**src/rtl/tank_pkg.sv**
```systemverilog
// Shared types for the tank level controller: per-channel FSM states and
// fault codes. Imported by tank_ch and tank_level_ctrl.
package tank_pkg;

   // Width of one tank's fault_code field on the top-level bus.
   localparam int CODE_W = 2;

   // Per-channel controller state.
   typedef enum logic [1:0] {
      IDLE  = 2'b00,
      FILL  = 2'b01,
      FAULT = 2'b10
   } tank_state_t;

   // Fault cause reported while a channel sits in FAULT. 2'b11 is reserved.
   typedef enum logic [CODE_W-1:0] {
      NONE    = 2'b00,
      SENSOR  = 2'b01,
      TIMEOUT = 2'b10
   } fault_code_t;

endpackage : tank_pkg

```
**src/rtl/tank_ch.sv**
```systemverilog
// One tank channel: probe sample register, thermometer decode, IDLE/FILL/FAULT
// hysteresis FSM and, when TANK_TIMEOUT_EN is defined, a fill watchdog timer.
// Reset is asynchronous and active-high; the valve closes the moment reset
// asserts because every output is decoded from the reset-cleared state.
import tank_pkg::*;

module tank_ch #(
   parameter int LVL_W       = 3,
   parameter int LOW_LVL     = 1,
   parameter int HIGH_LVL    = 3,
   parameter int TIMEOUT_CYC = 1000
) (
   input  logic              clk,
   input  logic              reset,
   input  logic [LVL_W-1:0]  lvl,
   input  logic              clr_fault,
   output logic              valve,
   output logic              fault,
   output logic [1:0]        fault_code
);

   // Wide enough to count every probe being wet.
   localparam int LEVEL_W = $clog2(LVL_W + 1);
   localparam logic [LEVEL_W-1:0] LOW_L  = LEVEL_W'(LOW_LVL);
   localparam logic [LEVEL_W-1:0] HIGH_L = LEVEL_W'(HIGH_LVL);

   logic [LVL_W-1:0]   lvl_q;
   logic               smp_vld_q;
   logic [LEVEL_W-1:0] level;
   logic               invalid;
   logic               timeout_hit;
   tank_state_t        state_q, next_state;
   fault_code_t        code_q, next_code;

   // Probe sample register; smp_vld_q blocks decisions until a real sample
   // has replaced the reset-cleared value, so a released reset never acts
   // on the all-dry zero it leaves behind.
   // NOTE: sequential state uses non-blocking (<=) so every flop samples
   // pre-edge values regardless of block ordering.
   always_ff @(posedge clk or posedge reset) begin
      if (reset) begin
         lvl_q     <= '0;
         smp_vld_q <= 1'b0;
      end else begin
         lvl_q     <= lvl;
         smp_vld_q <= 1'b1;
      end
   end

   // Decode the registered probes: count wet probes, and flag any wet probe
   // sitting above a dry one (a broken thermometer code).
   // NOTE: every combinational output gets a default first so no path can
   // leave it unassigned and infer a latch.
   always_comb begin
      level   = '0;
      invalid = 1'b0;
      for (int j = 0; j < LVL_W; j++) begin
         level = level + LEVEL_W'(lvl_q[j]);
      end
      for (int j = 1; j < LVL_W; j++) begin
         if (lvl_q[j] && !lvl_q[j-1]) invalid = 1'b1;
      end
   end

`ifdef TANK_TIMEOUT_EN
   localparam int CNT_W = $clog2(TIMEOUT_CYC + 1);
   localparam logic [CNT_W-1:0] CNT_LAST = CNT_W'(TIMEOUT_CYC - 1);

   logic [CNT_W-1:0] cnt_q;

   // Fill watchdog: zero outside FILL, so it starts from zero on every entry,
   // and advances once per FILL cycle. FILL always exits at CNT_LAST, so the
   // counter can never run past TIMEOUT_CYC.
   always_ff @(posedge clk or posedge reset) begin
      if (reset) begin
         cnt_q <= '0;
      end else if (state_q == FILL) begin
         cnt_q <= cnt_q + CNT_W'(1);
      end else begin
         cnt_q <= '0;
      end
   end

   assign timeout_hit = (state_q == FILL) && (cnt_q == CNT_LAST);
`else
   assign timeout_hit = 1'b0;
`endif

   // State and fault-code register.
   always_ff @(posedge clk or posedge reset) begin
      if (reset) begin
         state_q <= IDLE;
         code_q  <= NONE;
      end else begin
         state_q <= next_state;
         code_q  <= next_code;
      end
   end

   // Next-state logic: a broken probe code overrides everything, then the
   // watchdog, then the level hysteresis between LOW_LVL and HIGH_LVL.
   always_comb begin
      next_state = state_q;
      next_code  = code_q;
      if (smp_vld_q) begin
         if (invalid) begin
            next_state = FAULT;
            next_code  = SENSOR;
         end else begin
            case (state_q)
               IDLE: begin
                  if (level <= LOW_L) next_state = FILL;
               end
               FILL: begin
                  if (timeout_hit) begin
                     next_state = FAULT;
                     next_code  = TIMEOUT;
                  end else if (level >= HIGH_L) begin
                     next_state = IDLE;
                  end
               end
               FAULT: begin
                  if (clr_fault) begin
                     next_state = IDLE;
                     next_code  = NONE;
                  end
               end
               default: begin
                  next_state = IDLE;
                  next_code  = NONE;
               end
            endcase
         end
      end
   end

   // Outputs decoded purely from the registered state.
   always_comb begin
      valve      = (state_q == FILL);
      fault      = (state_q == FAULT);
      fault_code = (state_q == FAULT) ? code_q : NONE;
   end

endmodule : tank_ch

```
**src/rtl/tank_level_ctrl.sv**
```systemverilog
// Multi-tank level controller: NUM_TANKS independent tank_ch channels plus a
// combinational OR of their fault flags. Optional fill watchdog is enabled by
// defining the macro TANK_TIMEOUT_EN (default build: disabled).
import tank_pkg::*;

module tank_level_ctrl #(
   parameter int NUM_TANKS   = 2,
   parameter int LVL_W       = 3,
   parameter int LOW_LVL     = 1,
   parameter int HIGH_LVL    = 3,
   parameter int TIMEOUT_CYC = 1000
) (
   input  logic                         clk,
   input  logic                         reset,
   input  logic [NUM_TANKS*LVL_W-1:0]   lvl,
   input  logic [NUM_TANKS-1:0]         clr_fault,
   output logic [NUM_TANKS-1:0]         valve,
   output logic [NUM_TANKS-1:0]         fault,
   output logic [CODE_W*NUM_TANKS-1:0]  fault_code,
   output logic                         any_fault
);

   for (genvar i = 0; i < NUM_TANKS; i++) begin : g_tank
      tank_ch #(
         .LVL_W       (LVL_W),
         .LOW_LVL     (LOW_LVL),
         .HIGH_LVL    (HIGH_LVL),
         .TIMEOUT_CYC (TIMEOUT_CYC)
      ) u_ch (
         .clk        (clk),
         .reset      (reset),
         .lvl        (lvl[i*LVL_W +: LVL_W]),
         .clr_fault  (clr_fault[i]),
         .valve      (valve[i]),
         .fault      (fault[i]),
         .fault_code (fault_code[CODE_W*i +: CODE_W])
      );
   end

   // Summary alarm follows the fault flags in the same cycle.
   assign any_fault = |fault;

endmodule : tank_level_ctrl

```
**config.mk**
```make
export PLATFORM = sky130hd
export DESIGN_NAME = tank_level_ctrl
export DESIGN_NICKNAME = d
export VERILOG_FILES = /design/src/rtl/tank_pkg.sv /design/src/rtl/tank_ch.sv /design/src/rtl/tank_level_ctrl.sv
export SDC_FILE = /design/constraint.sdc
export NUM_CORES = 1
export LEC_CHECK = 0
export BUFFER_PORTS_ARGS = -buffer_cell sky130_fd_sc_hd__buf_2
export CORE_MARGIN = 5
export CORE_UTILIZATION = 35
export DETAILED_ROUTE_END_ITERATION = 6
export GPL_ROUTABILITY_DRIVEN = 0
export PLACE_DENSITY = 0.54
export SYNTH_ARGS = -nofsm -noshare
export SYNTH_HDL_FRONTEND = slang
export SYNTH_SLANG_ARGS = --single-unit
```
**constraint.sdc**
```tcl
create_clock -name clk -period 1.4 [get_ports clk]
set_input_delay 0.14 -clock clk [delete_from_list [all_inputs] [get_ports clk]]
set_output_delay 0.14 -clock clk [all_outputs]
set_load 0.1 [all_outputs]
```
* Yosys cells after proc, flatten, opt, wreduce, memory -nomap -nowiden
Cells that the tools add are included.
** Cells by class
- Reduce and logical (&&, ||, !) cells :: 17
- $add $sub $neg :: 4
- Order comparisons :: 4
- Bitwise logic cells :: 0
- Div/mod/pow operators :: 0
- Equality and inequality tests :: 12
- Multiply operators :: 0
- Shifts and indexed selects :: 0
- Muxes and demuxes :: 20
** Operators with widths (number)
- $mux W2 :: 12
- $ne A3 B3 Y1 const B :: 4
- $pmux W2 S3 :: 2
- $pmux W2 S2 :: 2
- $reduce_and A4 Y1 :: 2
- $ne A3 B1 Y1 const B :: 2
- $reduce_and A3 Y1 :: 2
- $reduce_or A2 Y1 :: 3
- $add A1 B1 Y2 :: 2
- $add A2 B1 Y2 :: 2
- $eq A2 B1 Y1 const B :: 2
- $eq A2 B2 Y1 const B :: 2
- $ge A2 B2 Y1 const B :: 2
- $le A2 B1 Y1 const B :: 2
- $logic_and A1 B1 Y1 :: 4
- $logic_not A1 Y1 :: 4
- $logic_not A2 Y1 :: 2
- $mux W1 :: 4
- $ne A2 B1 Y1 const B :: 2
** Storage, ports and cells
- Register bits :: 15
- Latch bits :: 0
- Bits in read-only memories :: 0
- Bits in writable memories :: 0
- Output and inout port bits :: 9
- Memories :: 0
- Word-level logic and storage cells :: 64

* Depth between registers and ports, before layout
Gate-level depths: netlist of the first run.
- Word-level depth :: 6
- Depth in mapped cells :: 4
- Depth with buffers taken out :: 4

* Hierarchy
Synthesis of the first run repeated with hierarchy kept, for this count alone.
** Second synthesis, totals
- Cells, all modules :: 59
- Area total of the unflattened synthesis :: 648.1 um^2
** Modules (own cells, without submodules)
- tank_ch at g_tank[0].u_ch :: seq. area each 175.2 um^2, instances 1, cells an instance 32, area an instance 326.6 um^2
- tank_ch at g_tank[1].u_ch :: seq. area each 175.2 um^2, instances 1, cells an instance 26, area an instance 315.3 um^2
- tank_level_ctrl :: seq. area each 0.0 um^2, instances 1, cells an instance 1, area an instance 6.3 um^2

* Worst setup path after synthesis of the first run
No wires, ideal clock.
- Kind :: register to output
- From :: reg g_tank[0].u_ch.state_q[1]
- To :: out fault_code[0]
- Required time :: 1.260 ns
- Cell stages (with the launch flop) :: 3
- Slack :: -0.053 ns
- Arrival :: 1.313 ns
- Cells stage by stage :: dfrtp_1 -> nor2b_1 -> and2_1
** On the way
- Longest elaborated chain between the ends :: 2
** Ends and longest elaborated chain
- start: declaration :: line tank_ch.sv:32 : tank_state_t state_q, next_state;
- start signal: assignment :: line tank_ch.sv:95 : state_q <= next_state;
- $eq A2 B2 Y1
- net g_tank[0].u_ch.fault :: line tank_ch.sv:18 : output logic fault,
- $mux W2 :: line tank_ch.sv:141 : fault_code = (state_q == FAULT) ? code_q : NONE;
- end: declaration :: line tank_level_ctrl.sv:19 : output logic [CODE_W*NUM_TANKS-1:0] fault_code,
The timed path passes the listed nets, and every way through them passes these cells.

* Worst setup path after layout of the first run
- From :: reg g_tank[0].u_ch.lvl_q[0]
- To :: reg g_tank[0].u_ch.state_q[0]
** On the way
- Longest elaborated chain between the ends :: 6
** Ends and longest elaborated chain
- start: declaration :: line tank_ch.sv:27 : logic [LVL_W-1:0] lvl_q;
- start signal: assignment :: line tank_ch.sv:45 : lvl_q <= lvl;
- parallel branches: the longest is 6 deep, another holds $add A1 B1 Y2
Several ways; the timed one is not identified.
A chain may end at the register's enable or synchronous reset.

==> results.txt, run 1 <==
----------------------------------------------------
[Clock tree]
  Clock latency reported for the late side of the worst-skew pair ... between 0.2 and 0.3 ns
  Max Root-Sink Buffers ... 2
  Number of buffers added by the clock tree synthesis step ... 3
  Clock edge transition at the registers on the reported setup and hold paths ... roughly 0.080 ns
  Root Driver ... sky130_fd_sc_hd__clkbuf_4
  Maximum level of the CTS H-tree ... 1
  Number of clock sinks ... 13
  TritonCTS clock tree ... yes

[Yosys]
  Post-Syn Area per Cell ... ~11 sq um
  Cell type contributing the most total cell area after synthesis ... sky130_fd_sc_hd__dfrtp_1
  Area share of the leading cell type in the synthesized netlist ... 53.4%
  Summed instance area of the synthesized netlist ... between 600 and 700 sq um
  Syn Inst Count ... 54
  YS warnings ... 0
  Synth Register Bits ... 13
  Leading post-synthesis cells by cell area ... sky130_fd_sc_hd__dfrtp_1 53%, sky130_fd_sc_hd__buf_4 8.6%, sky130_fd_sc_hd__fa_1 6.6%
  Sequential share of the synthesized area ... 53.4%
  Distinct cell type count of the synthesized netlist ... 20

[Layout]
  Share of final-layout standard cells stronger than drive strength 1 ... between 40% and 50%
  Number of diodes added for antenna fixing ... 0
  Layout Nets ... between 90 and 100
  Fillcell total ... ~150
  Synth-to-layout area growth ... 52.6%
  Final Cell Area ... approximately 930 sq um

[Drt]
  DRC viols ... 0
  Post-DR vias/cell ... 4.37
  Number of DRC markers after the initial detailed-route iteration ... 4
  Post-DR wirelength/cell ... approximately 11 um
  Remaining number of nets flagged by the antenna check after routing ... 0
  Number of detailed-routing iterations run before antenna repair ... 4
  DR vias ... 424
  Total Wirelength ... about 1000 um

[Min path]
  Hold depth ... 3
  Startpoint of the tightest hold check path ... clr_fault[1]
  Class of the tightest hold or removal check ... input port to flip-flop
  Worst hold endpoint ... g_tank[1].u_ch.state_q[1]$_DFFE_PP0P_

[Place]
  Port buffer count ... 16
  Worst slack at placement ... around 0.06 ns
  Post-DP HPWL ... between 700 and 800 um
  Placement-stage cell area ... about 800 sq um

[Floorplan]
  Width of the die ... ~52 um
  Count of standard-cell rows ... 15
  Area enclosed by the die boundary ... ~0.0027 sq mm
  I/O pin cnt ... 19
  Core region area ... ~0.0017 sq mm
  Initial standard-cell utilization of the core ... a little over a third
  Chip height ... 51.7 um

[Worst setup path]
  Worst r2r dst ... g_tank[0].u_ch.state_q[0]$_DFFE_PP0P_
  Critical Path RT ... 1.58 ns
  Data arrival time at the worst-slack endpoint ... 1.53 ns
  Launching element type of the critical path ... flip-flop
  Top fanout value on the critical path ... 2
  Reg-to-Reg Start ... g_tank[0].u_ch.lvl_q[0]$_DFF_PP0_
  Setup Crit Path Kind ... flip-flop to flip-flop
  Worst Setup End Kind ... flip-flop
  Critical path launch point ... g_tank[0].u_ch.lvl_q[0]$_DFF_PP0_
  Worst r2r path cells ... 3
  Flop-to-flop setup slack ... ~0.056 ns

[Power and ir drop]
  Net load switching power ... 0.534 mW
  Switching Share ... 40.7%
  Design internal power ... 0.776 mW
  Portion of total power attributed to the clock network ... between 15 and 20%
  Largest voltage drop on the vdd net ... approximately 740 uV
  Relative contribution of sequential cells to total power ... about a third
  Post-layout total power ... approximately 1.3 mW
  Combinational Power Share ... just under 50%
  Pwr Density ... between 1000 and 1500 mW/mm^2
  Leakage power ... approximately 0.45 nW

[Job]
  Number of max-cap violations ... 0

[Timing]
  Unrepaired setup endpoints after global routing ... true
  Crit share post-route ... between 90% and 100%
  Shortest clock period the worst path allows after layout ... about 1.3 ns
  Number of setup violations in the final report ... 0
  Final total negative setup slack ... 0 ns
  Final Max Tran Viols ... 0
  Layout Skew ... ~0.0032 ns
  Number of endpoints with negative hold slack in the final report ... 0
  Hold slack final ... around 0.22 ns
  Final worst-path setup slack ... 0.0557 ns
  Highest clock rate ... between 700 and 800 MHz

[Global route]
  Initial antenna violation count ... 0
  Overall fraction of global-route tracks in use ... under 10%
  Overflow left after global routing ... 0
  Largest net degree at the start of global routing ... 14
  Vias in the first global route ... ~440
  First-pass GRT wire length ... around 1800 um

[Outcome]
  Status ... completed

----------------------------------------------------
==> sequential cells by signal (all words and copies together) (netlist names) <==
signal and flops:
g_tank.u_ch.lvl_q 6, g_tank.u_ch.smp_vld_q 1, g_tank.u_ch.code_q 2, g_tank.u_ch.state_q 4
==> through the flow <==
step,std cells,utilization (%)
6_report,97,55.0
5_1_grt,97,55.0
4_1_cts,97,53.7
3_5_place_dp,84,46.8
3_3_place_gp,84,46.8
2_1_floorplan,55,-
==> worst max-delay path: stages, from the launching register on <==
cell and delay (ns):
sky130_fd_sc_hd__dfrtp_1 0.40, sky130_fd_sc_hd__fa_1 0.50, sky130_fd_sc_hd__a2bb2oi_2 0.17, sky130_fd_sc_hd__o32ai_2 0.19
==> power groups by stage <==
stage	Sequential, mW	Clock [mW]	Combinational [mW]
6_report	0.440	0.229	0.640
5_1_grt	0.445	0.263	0.667
4_1_cts	0.438	0.243	0.626
3_5_place_dp	0.451	0	0.585
3_3_place_gp	0.451	0	0.581
2_1_floorplan	0.442	0	0.409
==> how the worst max path moves through the flow <==
stage	to	slack [ns]	cells past startpoint
CTS	any_fault	0.01	3
detailed placement	g_tank[0].u_ch.state_q[0]$_DFFE_PP0P_	0.06	3
finish	g_tank[0].u_ch.state_q[0]$_DFFE_PP0P_	0.06	3
floorplan	g_tank[0].u_ch.state_q[0]$_DFFE_PP0P_	0.13	3
global route	g_tank[0].u_ch.state_q[0]$_DFFE_PP0P_	-0.0002	3
global placement	g_tank[1].u_ch.state_q[0]$_DFFE_PP0P_	0.11	4
==> cells in the final DEF, fill, tap and decap left out <==
master | netlist | layout
sky130_fd_sc_hd__and2_4 | 0 | 1
sky130_fd_sc_hd__or2_4 | 0 | 1
sky130_fd_sc_hd__buf_2 | 0 | 9
sky130_fd_sc_hd__and3_2 | 1 | 1
sky130_fd_sc_hd__a2bb2oi_2 | 0 | 1
sky130_fd_sc_hd__nor2b_4 | 0 | 1
sky130_fd_sc_hd__o21ai_0 | 1 | 1
sky130_fd_sc_hd__or2_0 | 1 | 1
sky130_fd_sc_hd__o32ai_1 | 2 | 1
sky130_fd_sc_hd__dfrtp_1 | 13 | 13
sky130_fd_sc_hd__o211ai_1 | 1 | 1
sky130_fd_sc_hd__inv_1 | 7 | 7
sky130_fd_sc_hd__clkbuf_1 | 0 | 1
sky130_fd_sc_hd__fa_1 | 2 | 2
sky130_fd_sc_hd__inv_2 | 2 | 2
sky130_fd_sc_hd__buf_12 | 0 | 7
sky130_fd_sc_hd__clkbuf_4 | 0 | 3
sky130_fd_sc_hd__nor2_2 | 0 | 1
sky130_fd_sc_hd__a22oi_1 | 1 | 1
sky130_fd_sc_hd__nor2_1 | 3 | 2
sky130_fd_sc_hd__a22o_1 | 4 | 4
sky130_fd_sc_hd__conb_1 | 2 | 3
sky130_fd_sc_hd__o21ai_1 | 1 | 1
sky130_fd_sc_hd__buf_4 | 7 | 5
sky130_fd_sc_hd__o32ai_2 | 0 | 1
sky130_fd_sc_hd__mux2i_1 | 2 | 2
sky130_fd_sc_hd__dlygate4sd3_1 | 0 | 7
==> Yosys cell counts <==
cell type	number
sky130_fd_sc_hd__dfrtp_1	13
sky130_fd_sc_hd__buf_4	7
sky130_fd_sc_hd__inv_1	7
sky130_fd_sc_hd__a22o_1	4
sky130_fd_sc_hd__nor2_1	3
sky130_fd_sc_hd__conb_1	2
sky130_fd_sc_hd__fa_1	2
sky130_fd_sc_hd__inv_2	2
sky130_fd_sc_hd__mux2i_1	2
sky130_fd_sc_hd__o32ai_1	2
sky130_fd_sc_hd__a22oi_1	1
sky130_fd_sc_hd__a2bb2oi_1	1
sky130_fd_sc_hd__and2_1	1
sky130_fd_sc_hd__and3_2	1
sky130_fd_sc_hd__nor2b_1	1
sky130_fd_sc_hd__o211ai_1	1
sky130_fd_sc_hd__o21ai_0	1
sky130_fd_sc_hd__o21ai_1	1
sky130_fd_sc_hd__or2_0	1
sky130_fd_sc_hd__or2_1	1
==> metal layers <==
layer  global-route usage [%]  vias up  wire length (um)
li1                         -      217                 -
met1                     11.0      193               455
met2                     14.2       14               525
met3                     1.72        0                44
met4                     6.55        0                 0
met5                        0        -                 0
==> area by class of cell <==
| class | instances | area (sq um) | share of cell area (%) |
|---|---|---|---|
| timing repair buffer | 28 | 293 | 31.5 |
| clock buffer | 4 | 26.3 | 2.83 |
| multi-input combinational | 26 | 230 | 24.8 |
| inverter | 9 | 33.8 | 3.63 |
| tap | 17 | 21.3 | 2.29 |
| sequential | 13 | 325 | 35.0 |
==> logic make-up (layout without fill, tap and decap cells) <==
group / Yosys count / count (layout) / synth area share, %
AND/OR/NAND/NOR: 8 / 8 / 7.19
buffers and inverters: 16 / 41 / 14.2
flip-flops: 13 / 13 / 53.4
multiplexers: 2 / 2 / 3.29
other: 2 / 3 / 1.23
adder cells (fa/ha/maj): 2 / 2 / 6.57
AO/OA/AOI/OAI: 11 / 11 / 14.2
==> timing repair <==
item | CTS | global route
endpoints found under the setup margin | 2 | 3
hold endpoints to repair | 19 | 0
hold buffers | 7 | 0
gates resized for setup | 2 | 5
setup buffers | 2 | 0
(Power assumes the default switching activity.)
==> run 2: changes to the inputs <==
Settings changed: PLACE_DENSITY 0.54 to 0.62, SETUP_SLACK_MARGIN set to 0.5.
==> results.txt, run 2 (synthesized netlist as in run 1, its figures left out) <==
----------------------------------------------------
[Timing]
  Shortest clock period the worst path allows after layout ... 1.36 ns (+0.0156 ns)
  Hold slack final ... 0.212 ns (-0.0123 ns)
  Number of endpoints with negative hold slack in the final report ... 0 (unchanged)
  Number of setup violations in the final report ... 0 (unchanged)
  Layout Skew ... 0.00364 ns (+0.000442 ns)
  Crit share post-route ... 97.1% (+1.1 points)
  Unrepaired setup endpoints after global routing ... true
  Final Max Tran Viols ... 0 (unchanged)
  Highest clock rate ... 735 MHz (-1.1%)

[Drt]
  Post-DR wirelength/cell ... 11.4 um (+7.9%)
  Remaining number of nets flagged by the antenna check after routing ... 0 (unchanged)
  Post-DR vias/cell ... 4.71 (+7.7%)
  Number of DRC markers after the initial detailed-route iteration ... 9 (+5)
  DR vias ... 499 (+18%)
  Total Wirelength ... 1210 um (+18%)
  Number of detailed-routing iterations run before antenna repair ... 4 (unchanged)
  DRC viols ... 0 (unchanged)

[Layout]
  Layout Nets ... 102 (+9.7%)
  Multi-input logic area ... 260 sq um (+13%)
  Synth-to-layout area growth ... 74.9%
  Flip-flop count of the largest register, all copies and words added ... 6 (unchanged)
  Fillcell total ... 129 (-15%)
  Final Cell Area ... 0.00107 sq mm (+15%)
  Most common cell after layout, fill and taps aside ... sky130_fd_sc_hd__dfrtp_1
  Share of final-layout standard cells stronger than drive strength 1 ... 56.2% (+15 points)
  Most used cells in the layout excluding fill and tap cells ... 11 x sky130_fd_sc_hd__dfrtp_1, 9 x sky130_fd_sc_hd__buf_2, 9 x sky130_fd_sc_hd__buf_6
  Biggest registers after layout ... g_tank.u_ch.lvl_q x6, g_tank.u_ch.state_q x4, g_tank.u_ch.code_q x2
  Footprint of the flip-flops and latches ... 328 sq um (+0.77%)
  Biggest register ... g_tank.u_ch.lvl_q
  Number of diodes added for antenna fixing ... 0 (unchanged)

[Place]
  Port buffer count ... 16 (unchanged)
  Placement-stage cell area ... 802 sq um (+1.4%)
  Post-DP HPWL ... 768 um (+3.1%)

[Worst setup path]
  Critical path's slowest cell ... sky130_fd_sc_hd__dfrtp_1
  Count of buffering cells on the critical path with inverters included ... 2 (+2)
  Crit-path max cell delay ... 0.41 ns (-0.09 ns)
  Worst Setup End Kind ... output pin
  Cell chain of the critical path ... inv_2 -> nor2_4 -> or2_4 -> buf_12
  Number of logic stages on the critical path including buffering ... 4 (+1)
  Setup Crit Path Kind ... flip-flop to output pin
  Gate family responsible for the most delay along the worst path ... flip-flops
  Reg-to-Reg Start ... g_tank[0].u_ch.lvl_q[0]$_DFF_PP0_
  Flop-to-flop setup slack ... 0.07 ns (about the same)
  Worst r2r dst ... g_tank[0].u_ch.state_q[0]$_DFFE_PP0P_
  Worst r2r path cells ... 3 (unchanged)
  Critical Path RT ... 1.26 ns (-0.32 ns)
  Data arrival time at the worst-slack endpoint ... 1.22 ns (-0.31 ns)
  Top fanout value on the critical path ... 2 (unchanged)
  Launching element type of the critical path ... flip-flop

[Global route]
  Vias in the first global route ... 457 (+3.2%)
  First-pass GRT wire length ... 1750 um (-0.79%)
  Largest net degree at the start of global routing ... 14 (unchanged)
  Overflow left after global routing ... 0 (unchanged)
  Initial antenna violation count ... 0 (unchanged)
  Overall fraction of global-route tracks in use ... 8.95% (-0.094 points)

[Floorplan]
  Count of standard-cell rows ... 15 (unchanged)
  Width of the die ... 51.7 um (unchanged)
  Core region area ... 0.00169 sq mm (unchanged)
  Chip height ... 51.7 um (unchanged)
  Area enclosed by the die boundary ... 0.00268 sq mm (unchanged)
  I/O pin cnt ... 19 (unchanged)
  Initial standard-cell utilization of the core ... 36.1% (unchanged)

[Clock tree]
  Max Root-Sink Buffers ... 2 (unchanged)
  Clock latency reported for the late side of the worst-skew pair ... 0.27 ns (about the same)
  Maximum level of the CTS H-tree ... 1 (unchanged)
  Clock edge transition at the registers on the reported setup and hold paths ... 0.08 ns (about the same)
  Number of clock sinks ... 13 (unchanged)
  Root Driver ... sky130_fd_sc_hd__clkbuf_4
  TritonCTS clock tree ... yes
  Number of buffers added by the clock tree synthesis step ... 3 (unchanged)

[Min path]
  Worst hold endpoint ... g_tank[1].u_ch.state_q[1]$_DFFE_PP0P_
  Class of the tightest hold or removal check ... input port to flip-flop
  Hold depth ... 3 (unchanged)
  Startpoint of the tightest hold check path ... clr_fault[1]

[Power and ir drop]
  Pwr Density ... 1330 mW/mm^2 (-5.8%)
  Largest voltage drop on the vdd net ... 658 uV (-11%)
  Leakage power ... 0.503 nW (+11%)

[Job]
  Number of max-cap violations ... 0 (unchanged)

[Outcome]
  Status ... completed

----------------------------------------------------
==> run 2: routing by layer <==
metal | global-route usage, % | wire (um)
met1 | 9.27 | 416
met2 | 15.9 | 696
met3 | 1.72 | 86
met4 | 6.55 | 10
met5 | 0 | 0
==> run 2: worst max-delay path by stage <==
stage,from,end
floorplan,g_tank[0].u_ch.lvl_q[0]$_DFF_PP0_,g_tank[0].u_ch.state_q[0]$_DFFE_PP0P_
global placement,g_tank[0].u_ch.lvl_q[0]$_DFF_PP0_,g_tank[0].u_ch.state_q[0]$_DFFE_PP0P_
detailed placement,g_tank[0].u_ch.lvl_q[0]$_DFF_PP0_,g_tank[0].u_ch.state_q[0]$_DFFE_PP0P_
finish,g_tank[1].u_ch.state_q[1]$_DFFE_PP0P_,any_fault
CTS,g_tank[0].u_ch.state_q[1]$_DFFE_PP0P_,any_fault
global route,g_tank[1].u_ch.lvl_q[0]$_DFF_PP0_,g_tank[1].u_ch.state_q[0]$_DFFE_PP0P_
==> run 2: worst register-to-register path, cell delays in order, from the launching register on <==
cell                        delay, ns
sky130_fd_sc_hd__dfrtp_1         0.40
sky130_fd_sc_hd__fa_1            0.47
sky130_fd_sc_hd__a2bb2oi_1       0.15
sky130_fd_sc_hd__o32ai_1         0.21
==> run 2: where the power goes <==
group	leakage [nW]	switching (mW)	internal [mW]	total, mW
registers	0.150	0.0295	0.414	0.443
logic	0.338	0.421	0.319	0.740
clock network	0.0150	0.121	0.110	0.231
total	0.503	0.571	0.843	1.41
==> run 2: per-stage QoR <==
step | TNS, ns | utilization [%] | std cells | power [mW] | setup WS (ns)
floorplan | 0 | - | 55 | 0.916 | 0.130
detailed placement | 0 | 47.5 | 82 | 1.05 | 0.0725
finish | 0 | 63.1 | 106 | 1.41 | 0.0401
global route | -0.0255 | 63.1 | 106 | 1.47 | -0.0131
global placement | 0 | 47.5 | 82 | 1.04 | 0.119
CTS | 0 | 58.9 | 102 | 1.37 | 0.0426
==> run 2: timing repair <==
action,in CTS,in global routing
setup endpoints to repair,13,13
hold buffers,7,0
buffers inserted,9,4
hold endpoints to repair,19,0
resized for setup,10,12
pin swaps,3,7
==> run 2: area by class of cell <==
cell class / instances / share of cell area (%)
Tap cell: 17 / 2.00
Timing Repair Buffer: 37 / 37.0
Sequential cell: 13 / 30.8
Multi-Input combinational cell: 26 / 24.4
Inverter: 9 / 3.40
Clock buffer: 4 / 2.46
==> run 3: changes to the inputs <==
Settings changed: CORE_ASPECT_RATIO set to 0.75.
==> results.txt, run 3 (synthesized netlist as in run 1, its figures left out) <==
----------------------------------------------------
[Outcome]
  Status ... completed

[Worst setup path]
  Worst r2r dst ... g_tank[1].u_ch.state_q[0]$_DFFE_PP0P_
  Cell chain of the critical path ... nor2b_4 -> or2_4 -> buf_12
  Setup Crit Path Kind ... flip-flop to output pin
  Top fanout value on the critical path ... 3 (+1)
  Critical Path RT ... 1.26 ns (about the same)
  Flop-to-flop setup slack ... 0.07 ns (about the same)
  Data arrival time at the worst-slack endpoint ... 1.23 ns (about the same)
  Count of buffering cells on the critical path with inverters included ... 1 (-1)
  Crit-path max cell delay ... 0.41 ns (about the same)
  Critical path's slowest cell ... sky130_fd_sc_hd__dfrtp_2
  Worst r2r path cells ... 4 (+1)
  Worst Setup End Kind ... output pin
  Gate family responsible for the most delay along the worst path ... flip-flops
  Launching element type of the critical path ... flip-flop
  Number of logic stages on the critical path including buffering ... 3 (-1)
  Critical path launch point ... g_tank[0].u_ch.state_q[1]$_DFFE_PP0P_
  Reg-to-Reg Start ... g_tank[1].u_ch.lvl_q[0]$_DFF_PP0_
  Endpoint of the most critical setup path ... any_fault

[Place]
  Worst slack at placement ... 0.0914 ns (+0.0188 ns)
  Placement-stage cell area ... 801 sq um (-0.16%)
  Port buffer count ... 16 (unchanged)
  Post-DP HPWL ... 811 um (+5.6%)

[Clock tree]
  Number of clock sinks ... 13 (unchanged)
  Number of buffers added by the clock tree synthesis step ... 3 (unchanged)
  Max Root-Sink Buffers ... 2 (unchanged)
  TritonCTS clock tree ... yes
  Root Driver ... sky130_fd_sc_hd__clkbuf_4
  Clock latency reported for the late side of the worst-skew pair ... 0.27 ns (about the same)
  Clock edge transition at the registers on the reported setup and hold paths ... 0.08 ns (about the same)
  Maximum level of the CTS H-tree ... 1 (unchanged)

[Timing]
  Shortest clock period the worst path allows after layout ... 1.37 ns (+0.00619 ns)
  Layout Skew ... 0.00112 ns (-0.00252 ns)
  Unrepaired setup endpoints after global routing ... true
  Number of setup violations in the final report ... 0 (unchanged)
  Final worst-path setup slack ... 0.0339 ns (-0.00619 ns)
  Highest clock rate ... 732 MHz (-0.45%)
  Hold slack final ... 0.230 ns (+0.0180 ns)
  Number of endpoints with negative hold slack in the final report ... 0 (unchanged)
  Final Max Tran Viols ... 0 (unchanged)
  Crit share post-route ... 97.6% (+0.44 points)

[Global route]
  First-pass GRT wire length ... 2060 um (+18%)
  Vias in the first global route ... 472 (+3.3%)
  Most Crowded Layer GR ... met2
  Overflow left after global routing ... 0 (unchanged)
  Largest net degree at the start of global routing ... 14 (unchanged)
  Global-route met3 utilization ... 5.04% (+3.3 points)
  Initial antenna violation count ... 0 (unchanged)
  Overall fraction of global-route tracks in use ... 10.7% (+1.7 points)
  Global Route met2 Usage ... 19.1% (+3.3 points)
  M1 GR Usage ... 11.4% (+2.2 points)

[Drt]
  Number of detailed-routing iterations run before antenna repair ... 4 (unchanged)
  DR vias ... 494 (-1.0%)
  Number of DRC markers after the initial detailed-route iteration ... 1 (-8)
  Total Wirelength ... 1300 um (+7.5%)
  DRC viols ... 0 (unchanged)
  Post-DR wirelength/cell ... 11.8 um (+3.6%)
  Post-DR vias/cell ... 4.49 (-4.6%)
  Remaining number of nets flagged by the antenna check after routing ... 0 (unchanged)

[Layout]
  Final Cell Area ... 0.00106 sq mm (-0.47%)
  Biggest register ... g_tank.u_ch.lvl_q
  Number of diodes added for antenna fixing ... 0 (unchanged)
  Biggest registers after layout ... g_tank.u_ch.lvl_q x6, g_tank.u_ch.state_q x4, g_tank.u_ch.code_q x2
  Flip-flop count of the largest register, all copies and words added ... 6 (unchanged)
  Most common cell after layout, fill and taps aside ... sky130_fd_sc_hd__dfrtp_1
  Share of final-layout standard cells stronger than drive strength 1 ... 59.1% (+2.9 points)
  Synth-to-layout area growth ... 74.1%
  Most used cells in the layout excluding fill and tap cells ... 10 x sky130_fd_sc_hd__dfrtp_1, 9 x sky130_fd_sc_hd__buf_2, 8 x sky130_fd_sc_hd__buf_4
  Core Util, Final ... 62.7% (-0.39 points)
  Layout Nets ... 101 (-0.98%)

[Floorplan]
  Count of standard-cell rows ... 13 (-2)
  I/O pin cnt ... 19 (unchanged)
  Chip height ... 46.1 um (-11%)
  Core region area ... 0.00169 sq mm (+0.15%)
  Area enclosed by the die boundary ... 0.00268 sq mm (+0.32%)
  Width of the die ... 58.2 um (+12%)
  Initial standard-cell utilization of the core ... 36.0% (-0.053 points)

[Min path]
  Class of the tightest hold or removal check ... input port to flip-flop

[Power and ir drop]
  Pwr Density ... 1320 mW/mm^2 (-0.82%)
  Largest voltage drop on the vdd net ... 777 uV (+18%)
  Leakage power ... 0.489 nW (-2.7%)

[Job]
  Number of max-cap violations ... 0 (unchanged)

----------------------------------------------------
## run 3: worst min path at each step
| stage | start | endpoint | slack (ns) | depth (start not counted) |
|---|---|---|---|---|
| CTS | clr_fault[1] | g_tank[1].u_ch.state_q[1]$_DFFE_PP0P_ | 0.22 | 3 |
| floorplan | reset | g_tank[0].u_ch.code_q[0]$_DFFE_PP0P_ | 0.02 | 1 |
| global placement | reset | g_tank[1].u_ch.lvl_q[1]$_DFF_PP0_ | 0.17 | 2 |
| detailed placement | reset | g_tank[0].u_ch.lvl_q[1]$_DFF_PP0_ | 0.17 | 2 |
| finish | clr_fault[1] | g_tank[1].u_ch.state_q[1]$_DFFE_PP0P_ | 0.23 | 3 |
| global route | clr_fault[1] | g_tank[1].u_ch.state_q[1]$_DFFE_PP0P_ | 0.22 | 3 |
## run 3: final cells by class
type / instances / area, sq um
Fill cell: 132 / 631
Timing Repair Buffer: 36 / 372
Sequential cell: 13 / 329
Multi-Input combinational cell: 26 / 268
Inverter: 9 / 37.5
Tap cell: 22 / 27.5
Clock buffer: 3 / 22.5
Clock inverter: 1 / 5.00
## run 3: repair_timing
action                                 CTS  global route
endpoints found under the hold margin   19             0
hold buffers                             7             0
pin swaps                                4             5
resized for setup                       11             7
setup buffers                            9             4
setup endpoints to repair               13            15
## run 3: worst reg2reg max path, stage by stage (launching register included)
cell and delay (ns):
sky130_fd_sc_hd__dfrtp_1 0.37, sky130_fd_sc_hd__inv_2 0.05, sky130_fd_sc_hd__fa_1 0.53, sky130_fd_sc_hd__a22oi_1 0.06, sky130_fd_sc_hd__o32ai_1 0.23
## run 3: report_power, final
| group | internal [mW] | leakage, nW | total (mW) | switching, mW |
|---|---|---|---|---|
| registers | 0.414 | 0.149 | 0.447 | 0.0330 |
| clock network | 0.106 | 0.0177 | 0.225 | 0.119 |
| logic | 0.306 | 0.322 | 0.724 | 0.418 |
## run 3: per-layer routing
layer,share of wire (%),routed length [um]
met1,36,471
met2,57,744
met3,6.5,84
met4,0,0
met5,0,0
## run 3: per-stage QoR
| step | total power, mW | cells | TNS (ns) |
|---|---|---|---|
| floorplan | 0.916 | 55 | 0 |
| global placement | 1.04 | 86 | 0 |
| detailed placement | 1.05 | 86 | 0 |
| CTS | 1.37 | 106 | 0 |
| global route | 1.46 | 110 | -0.0109 |
| finish | 1.40 | 110 | 0 |
